===== src/rtl/mem_stage.sv =====
// rtl/mem_stage.sv - memory-access pipeline stage with a 256x8 data memory and registered MEM/WB outputs

module mem_stage #(
    parameter int DEPTH = 256,
    parameter int CNT_W = 16
) (
    input  logic             clk,
    input  logic             reset,
    input  logic             mem_read_in,
    input  logic             mem_write_in,
    input  logic             reg_write_in,
    input  logic             mem_to_reg_in,
    input  logic [7:0]       ALUResult_in,
    input  logic [7:0]       RdVal_in,
    input  logic [2:0]       Rd_in,
    output logic             stall_out,
    output logic             fwd_valid_out,
    output logic [7:0]       fwd_data_out,
    output logic             reg_write_out,
    output logic [7:0]       wb_data_out,
    output logic [2:0]       Rd_out,
    output logic             conflict_out,
    output logic [CNT_W-1:0] load_count_out,
    output logic [CNT_W-1:0] store_count_out
);

    typedef enum logic {IDLE, LOAD} state_t;

    localparam logic [CNT_W-1:0] CNT_ONE = 1;

    state_t     state, next_state;
    logic [7:0] addr_q;
    logic [2:0] rd_q;
    logic [7:0] mem [DEPTH];

    logic       mem_we;
    logic       accept_load;
    logic       load_done;
    logic       store_done;
    logic       conflict_set;
    logic       rw_d;
    logic [7:0] wb_d;
    logic [2:0] rd_d;

    always_comb begin
        next_state   = state;
        stall_out    = 1'b0;
        mem_we       = 1'b0;
        accept_load  = 1'b0;
        load_done    = 1'b0;
        store_done   = 1'b0;
        conflict_set = 1'b0;
        rw_d         = reg_write_in;
        wb_d         = ALUResult_in;
        rd_d         = Rd_in;
        case (state)
            IDLE: begin
                if (mem_write_in) begin
                    // A simultaneous read request is dropped and flagged.
                    mem_we       = 1'b1;
                    store_done   = 1'b1;
                    conflict_set = mem_read_in;
                end else if (mem_read_in) begin
                    stall_out   = 1'b1;
                    accept_load = 1'b1;
                    next_state  = LOAD;
                    rw_d        = 1'b0;
                    wb_d        = 8'h00;
                    rd_d        = 3'd0;
                end
            end
            LOAD: begin
                // Inputs are the held load instruction here and are ignored.
                rw_d       = 1'b1;
                wb_d       = mem[addr_q];
                rd_d       = rd_q;
                load_done  = 1'b1;
                next_state = IDLE;
            end
            default: next_state = IDLE;
        endcase
        if (reset) begin
            stall_out = 1'b0;
            mem_we    = 1'b0;
        end
    end

    assign fwd_valid_out = reg_write_in & ~mem_to_reg_in & (state == IDLE) & ~reset;
    assign fwd_data_out  = ALUResult_in;

    always_ff @(posedge clk) begin
        if (reset) begin
            state           <= IDLE;
            addr_q          <= 8'h00;
            rd_q            <= 3'd0;
            reg_write_out   <= 1'b0;
            wb_data_out     <= 8'h00;
            Rd_out          <= 3'd0;
            conflict_out    <= 1'b0;
            load_count_out  <= '0;
            store_count_out <= '0;
        end else begin
            state         <= next_state;
            reg_write_out <= rw_d;
            wb_data_out   <= wb_d;
            Rd_out        <= rd_d;
            if (accept_load) begin
                addr_q <= ALUResult_in;
                rd_q   <= Rd_in;
            end
            if (conflict_set) begin
                conflict_out <= 1'b1;
            end
            if (load_done && (load_count_out != '1)) begin
                load_count_out <= load_count_out + CNT_ONE;
            end
            if (store_done && (store_count_out != '1)) begin
                store_count_out <= store_count_out + CNT_ONE;
            end
        end
    end

    // Array has no reset so its contents survive a pipeline flush.
    always_ff @(posedge clk) begin
        if (mem_we) begin
            mem[ALUResult_in] <= RdVal_in;
        end
    end

endmodule


===== config.mk =====
export PLATFORM = sky130hd
export DESIGN_NAME = mem_stage
export DESIGN_NICKNAME = d
export VERILOG_FILES = /design/src/rtl/mem_stage.sv
export SDC_FILE = /design/constraint.sdc
export NUM_CORES = 2
export LEC_CHECK = 0
export CORE_UTILIZATION = 56
export DETAILED_ROUTE_END_ITERATION = 10
export PLACE_DENSITY = 0.75
export SLEW_MARGIN = 30
export SYNTH_ARGS = -nofsm -noshare
export SYNTH_HDL_FRONTEND = slang
export SYNTH_SLANG_ARGS = --single-unit
export TNS_END_PERCENT = 5

===== constraint.sdc =====
create_clock -name clk -period 2.7 [get_ports clk]
set_input_delay 0.54 -clock clk [delete_from_list [all_inputs] [get_ports clk]]
set_output_delay 0.54 -clock clk [all_outputs]
set_load 0.05 [all_outputs]

# [Yosys cells after proc, flatten, opt, wreduce, memory -nomap -nowiden]
# Memories as Yosys holds them, arrays and structs flattened. A register that Yosys moved wholly into a read port is not among the register bits.
# Cells that the tools add are included.
[op_classes] n_addsub=2 eq_ne=2 mux=24 bitwise_logic=6 reduce_logical=2
[ops] operator="16-bit by 1-bit adder with 16-bit output (second input constant)" count=2
[ops] operator="8-bit 2-to-1 mux" count=4
[ops] operator="16-bit inequality test (second input constant)" count=2
[ops] operator="8-bit case mux with 2 select lines" count=1
[ops] operator="1-bit 2-to-1 mux" count=14
[ops] operator="3-bit 2-to-1 mux" count=2
[ops] operator="3-bit case mux with 2 select lines" count=1
[ops] operator="1-bit case mux with 2 select lines" count=2
[ops] operator="1-bit AND" count=3
[ops] operator="1-bit inverter" count=3
[ops] operator="1-bit logical AND" count=2
[totals] reg_bits=57 ram_bits=2048 inputBits=25 output_inout_bits=55 n_memories=1
[memory_table] name="mem" depth=256 width=8 read_ports=1 rd_clocked_by_memory_dff=1 write_ports=1 line_no="34" source="logic [7:0] mem [DEPTH];"

# [Logic depth before layout (Yosys ltp)]
[depth] depth_word=5 ltp_mapped=13

# [Least setup slack after synthesis]
# OpenSTA, ideal clock, no wires.
[synth_path] path_type="input port to output port" from="in reset" to="out fwd_valid_out" arrival_ns=2.385 required_time_ns=2.160 setup_slack_ns=-0.225 cell_stages=2 n_path_buf=1 cell_sequence="clkbuf_1 > nor4b_1"
[synth_between] elab_chain_len=2
[synth_rtl] element="start: declaration" line_no="8" source="input logic reset,"
[synth_rtl] element="1-bit inverter" line_no="88" source="assign fwd_valid_out = reg_write_in & ~mem_to_reg_in & (state == IDLE) & ~reset;"
[synth_rtl] element="1-bit AND" line_no="88"
[synth_rtl] element="end: declaration" line_no="17" source="output logic fwd_valid_out,"
# No other way between the ends.

==> results.toml <==
[yosys]
synth_area_mm2 = 0.0825
ys.flop_type = "edfxtp_1"
ys_seq_area_share_pct = 76.1
synthesis.nets = 4205
synth_cell_types = 71
synth_top_area_share_pct = 74.5
syn_area_per_cell_um2 = 19.7
synth_edf_count = 2048
synthArstFlopShare_pct = 0
synth_area_leader_cell = "edfxtp_1"
syn_inst = 4178
ys_seq_elements = 2113
synth_warnings = 0
synth_area_leaders = "edfxtp_1, mux4_2, mux2i_1, dfxtp_1, nor2_1"

[floorplanning]
die_h_um = 386
rows = 140
initial_utilization_pct = 56.5
die_area_mm2 = 0.149
core_area_mm2 = 0.146
fp.dieW_um = 386
io_pins = 80

[clock_network]
cts_tree = "yes"
clk_path_buf_depth = 3
ctsHtreeMaxLevel = 4
cts_made_buffers = 200
clock_latency_ns = 0.84
cts_sinks = 2113
clk_pin_slew_ns = 0.07
clockRootBuffer = "clkbuf_16"

[timing]
rsz0062_at_grt = "true"
finalSetupViolCount = 8
period_minus_slack_ns = 2.96
fin_crit_sh_pct = 110
relSlewSlack_pct = 42.0
slew_viol_final = 0
finalWorstSetupSlack_ns = -0.260
setup-tns-final_ns = -1.04
fin_skew_ns = 0.0483
tightest_slew_ns = 0.857
max_freq_mhz = 338
hold_viol = 0

[power_and_ir_drop]
powerDensity_mw_per_mm2 = 680
p_total_mw = 67.3
leakagePower_nw = 31.9
ir_drop_mv = 0.708

[hold_path]
holdPathEnd = "mem[242][4]$_DFFE_PP_"
hold_start = "RdVal_in[4]"
min_path_cells = 1
hold_class = "in2reg"

[worst_setup_path]
crit_chain = "buf_6 > buf_12 > buf_16 > buf_12 > buf_4 > clkbuf_16 > mux2i_1 > o22ai_1 > nor2_1 > o211ai_1 > and4b_1 > a211o_1"
critPathMaxStageDelay_ns = 0.38
worstReg2RegEnd = "wb_data_out[5]$_SDFF_PP0_"
worstPathRequired_ns = 3.42
end_kind = "flip-flop"
r2r_cells = 12
path_common_cell = "buf_12"
start_kind = "flip-flop"
cp_data_arrival_time_ns = 3.68
crit_fanout = 12
reg2reg_slack_ns = -0.26
path_class = "reg2reg"
cp_slowest_cell = "dfxtp_4"

[route]
drcViolationCount = 0
viasPerCell = 6.50
drt_pass1_iterations = 8
ant_nets = 0
via_count = 46300
routed_wl_um = 223000
wl_per_cell_um = 31.3
first_iter_violations = 6426

[run]
cap_violations = 0

[place]
dp_slack_ns = -0.575
io_buffers = 79
place_congestion = 0.929
place_area_mm2 = 0.0914
dpl.hpwl_um = 141000

[grt]
grt_first_pass_wirelength_um = 315000
antenna_found_initial = 8
grt_max_degree = 109
grt_usage_pct = 29.7
grt-ovfl-total = 0
grt_pass1_vias = 45900

[run_status]
violations = "setup timing"
status = "complete, but fails checks"

[finish]
stdcell_area_mm2 = 0.0990
drive_gt1_share_pct = 31.2
area_growth_pct = 20.0
nets = 5057
fin_util_pct = 67.8
fillers = 8755
==> worst max-delay path, delay by kind of cell, from the launching register on <==
family | cells | cell delay [ns]
simple gates | 2 | 0.62
mux | 1 | 0.21
flops | 1 | 0.38
compound gates | 3 | 0.71
buf+inv | 6 | 0.93
==> synthesized netlist by cell type (4+ instances only) <==
library cell  count
edfxtp_1       2048
mux4_2          375
nor2_1          336
mux2i_1         272
nand2_1         167
clkbuf_1        104
o22ai_1          91
a21oi_1          65
dfxtp_1          65
nand3_1          65
buf_2            61
o221ai_1         51
a22oi_1          50
buf_6            36
nor3_1           33
a211oi_1         28
o21ai_0          27
mux4_1           23
buf_4            22
nand4_1          20
nor2b_1          18
a2111oi_0        17
xor2_1           16
buf_8            14
buf_12           13
inv_1            13
a31oi_1          11
or3_1            10
buf_1             9
nor4_1            9
xnor2_1           9
o211ai_1          7
a32oi_1           6
a2111oi_2         5
a211o_1           5
a221oi_1          5
a22o_1            5
and3_1            5
nand2b_1          5
or4_1             5
a32o_1            4
==> metal layers <==
layer | vias up | track usage, % | part of all wire, %
li1 | 18900 | - | -
met1 | 23600 | 39.4 | 35
met2 | 3211 | 47.4 | 48
met3 | 584 | 6.97 | 12
met4 | 6 | 13.2 | 4.9
met5 | - | 0 | 0.015
==> logic make-up after synthesis <==
logic type	count (synthesis)	share of synthesized area, %
AOI/OAI and AO/OA	401	3.45
buffers and inverters	272	2.20
muxes	673	14.3
adders and majority gates	2	0.0303
and+or+nand+nor	692	3.62
DFF	2113	76.1
xor gates and xnor gates	25	0.265
==> cell type report <==
type	count	area [um2]	area share [%]
inverter	13	51.3	0.0518
timing repair buffer	909	8730	8.82
antenna	4	10.0	0.0101
sequential	2113	62800	63.5
multi-input combinational	1793	18500	18.7
clock buffer	249	5280	5.34
tap	1917	2400	2.42
clock inverter	121	1150	1.16
==> placed cells by master (no fill, tap or decap), types with 22 or more instances in the layout <==
master           synthesis  routed
edfxtp_1              2048    2048
buf_4                   22     701
mux4_2                 375     375
nor2_1                 336     331
mux2i_1                272     269
clkbuf_16                0     209
nand2_1                167     164
buf_12                  13     111
o22ai_1                 91      82
dfxtp_1                 65      61
nand3_1                 65      61
a21oi_1                 65      55
clkinv_1                 0      48
clkdlybuf4s50_1          0      45
clkbuf_1               104      44
o221ai_1                51      43
a22oi_1                 50      41
clkinv_2                 0      37
nor3_1                  33      25
mux4_1                  23      23
a211oi_1                28      22
==> per-stage QoR <==
step	hold WS, ns	cells
global route	0.0396	7115
global placement	0.435	6715
floorplan	0.436	4178
finish	0.0779	7119
detailed placement	0.451	6715
CTS	0.0163	7090
==> registers in the layout, indices dropped and copies added, names as in the netlist, named ones only <==
register         flops
mem               2048
load_count_out      16
store_count_out     16
addr_q               8
wb_data_out          8
Rd_out               3
rd_q                 3
conflict_out         1
reg_write_out        1
state                1
==> worst max-delay path by stage <==
| stage | depth (start not counted) | slack, ns | start | end |
|---|---|---|---|---|
| after global placement | 9 | -0.62 | flip-flop | wb_data_out[4]$_SDFF_PP0_ |
| after detailed placement | 9 | -0.57 | flip-flop | wb_data_out[4]$_SDFF_PP0_ |
| final | 12 | -0.26 | flip-flop | wb_data_out[5]$_SDFF_PP0_ |
| after global routing | 14 | -0.20 | flip-flop | wb_data_out[3]$_SDFF_PP0_ |
| after floorplan | 6 | 0.13 | mem_write_in | mem[104][0]$_DFFE_PP_ |
| after CTS | 12 | -0.20 | flip-flop | wb_data_out[5]$_SDFF_PP0_ |
==> power breakdown <==
part | total [mW] | internal [mW] | switching (mW)
clock network | 27.7 | 15.6 | 12.1
registers | 36.0 | 36.0 | 0.0530
logic | 3.59 | 1.40 | 2.19
total | 67.3 | 53.0 | 14.3
==> timing repair <==
action                     in CTS  in global routing
pin swaps                       3                 24
hold buffers                    0                  0
setup buffers                   4                 21
cloned                          1                  5
setup endpoints to repair      20                 11
gates resized for setup        67                100
Power figures use the tool's default switching activity.
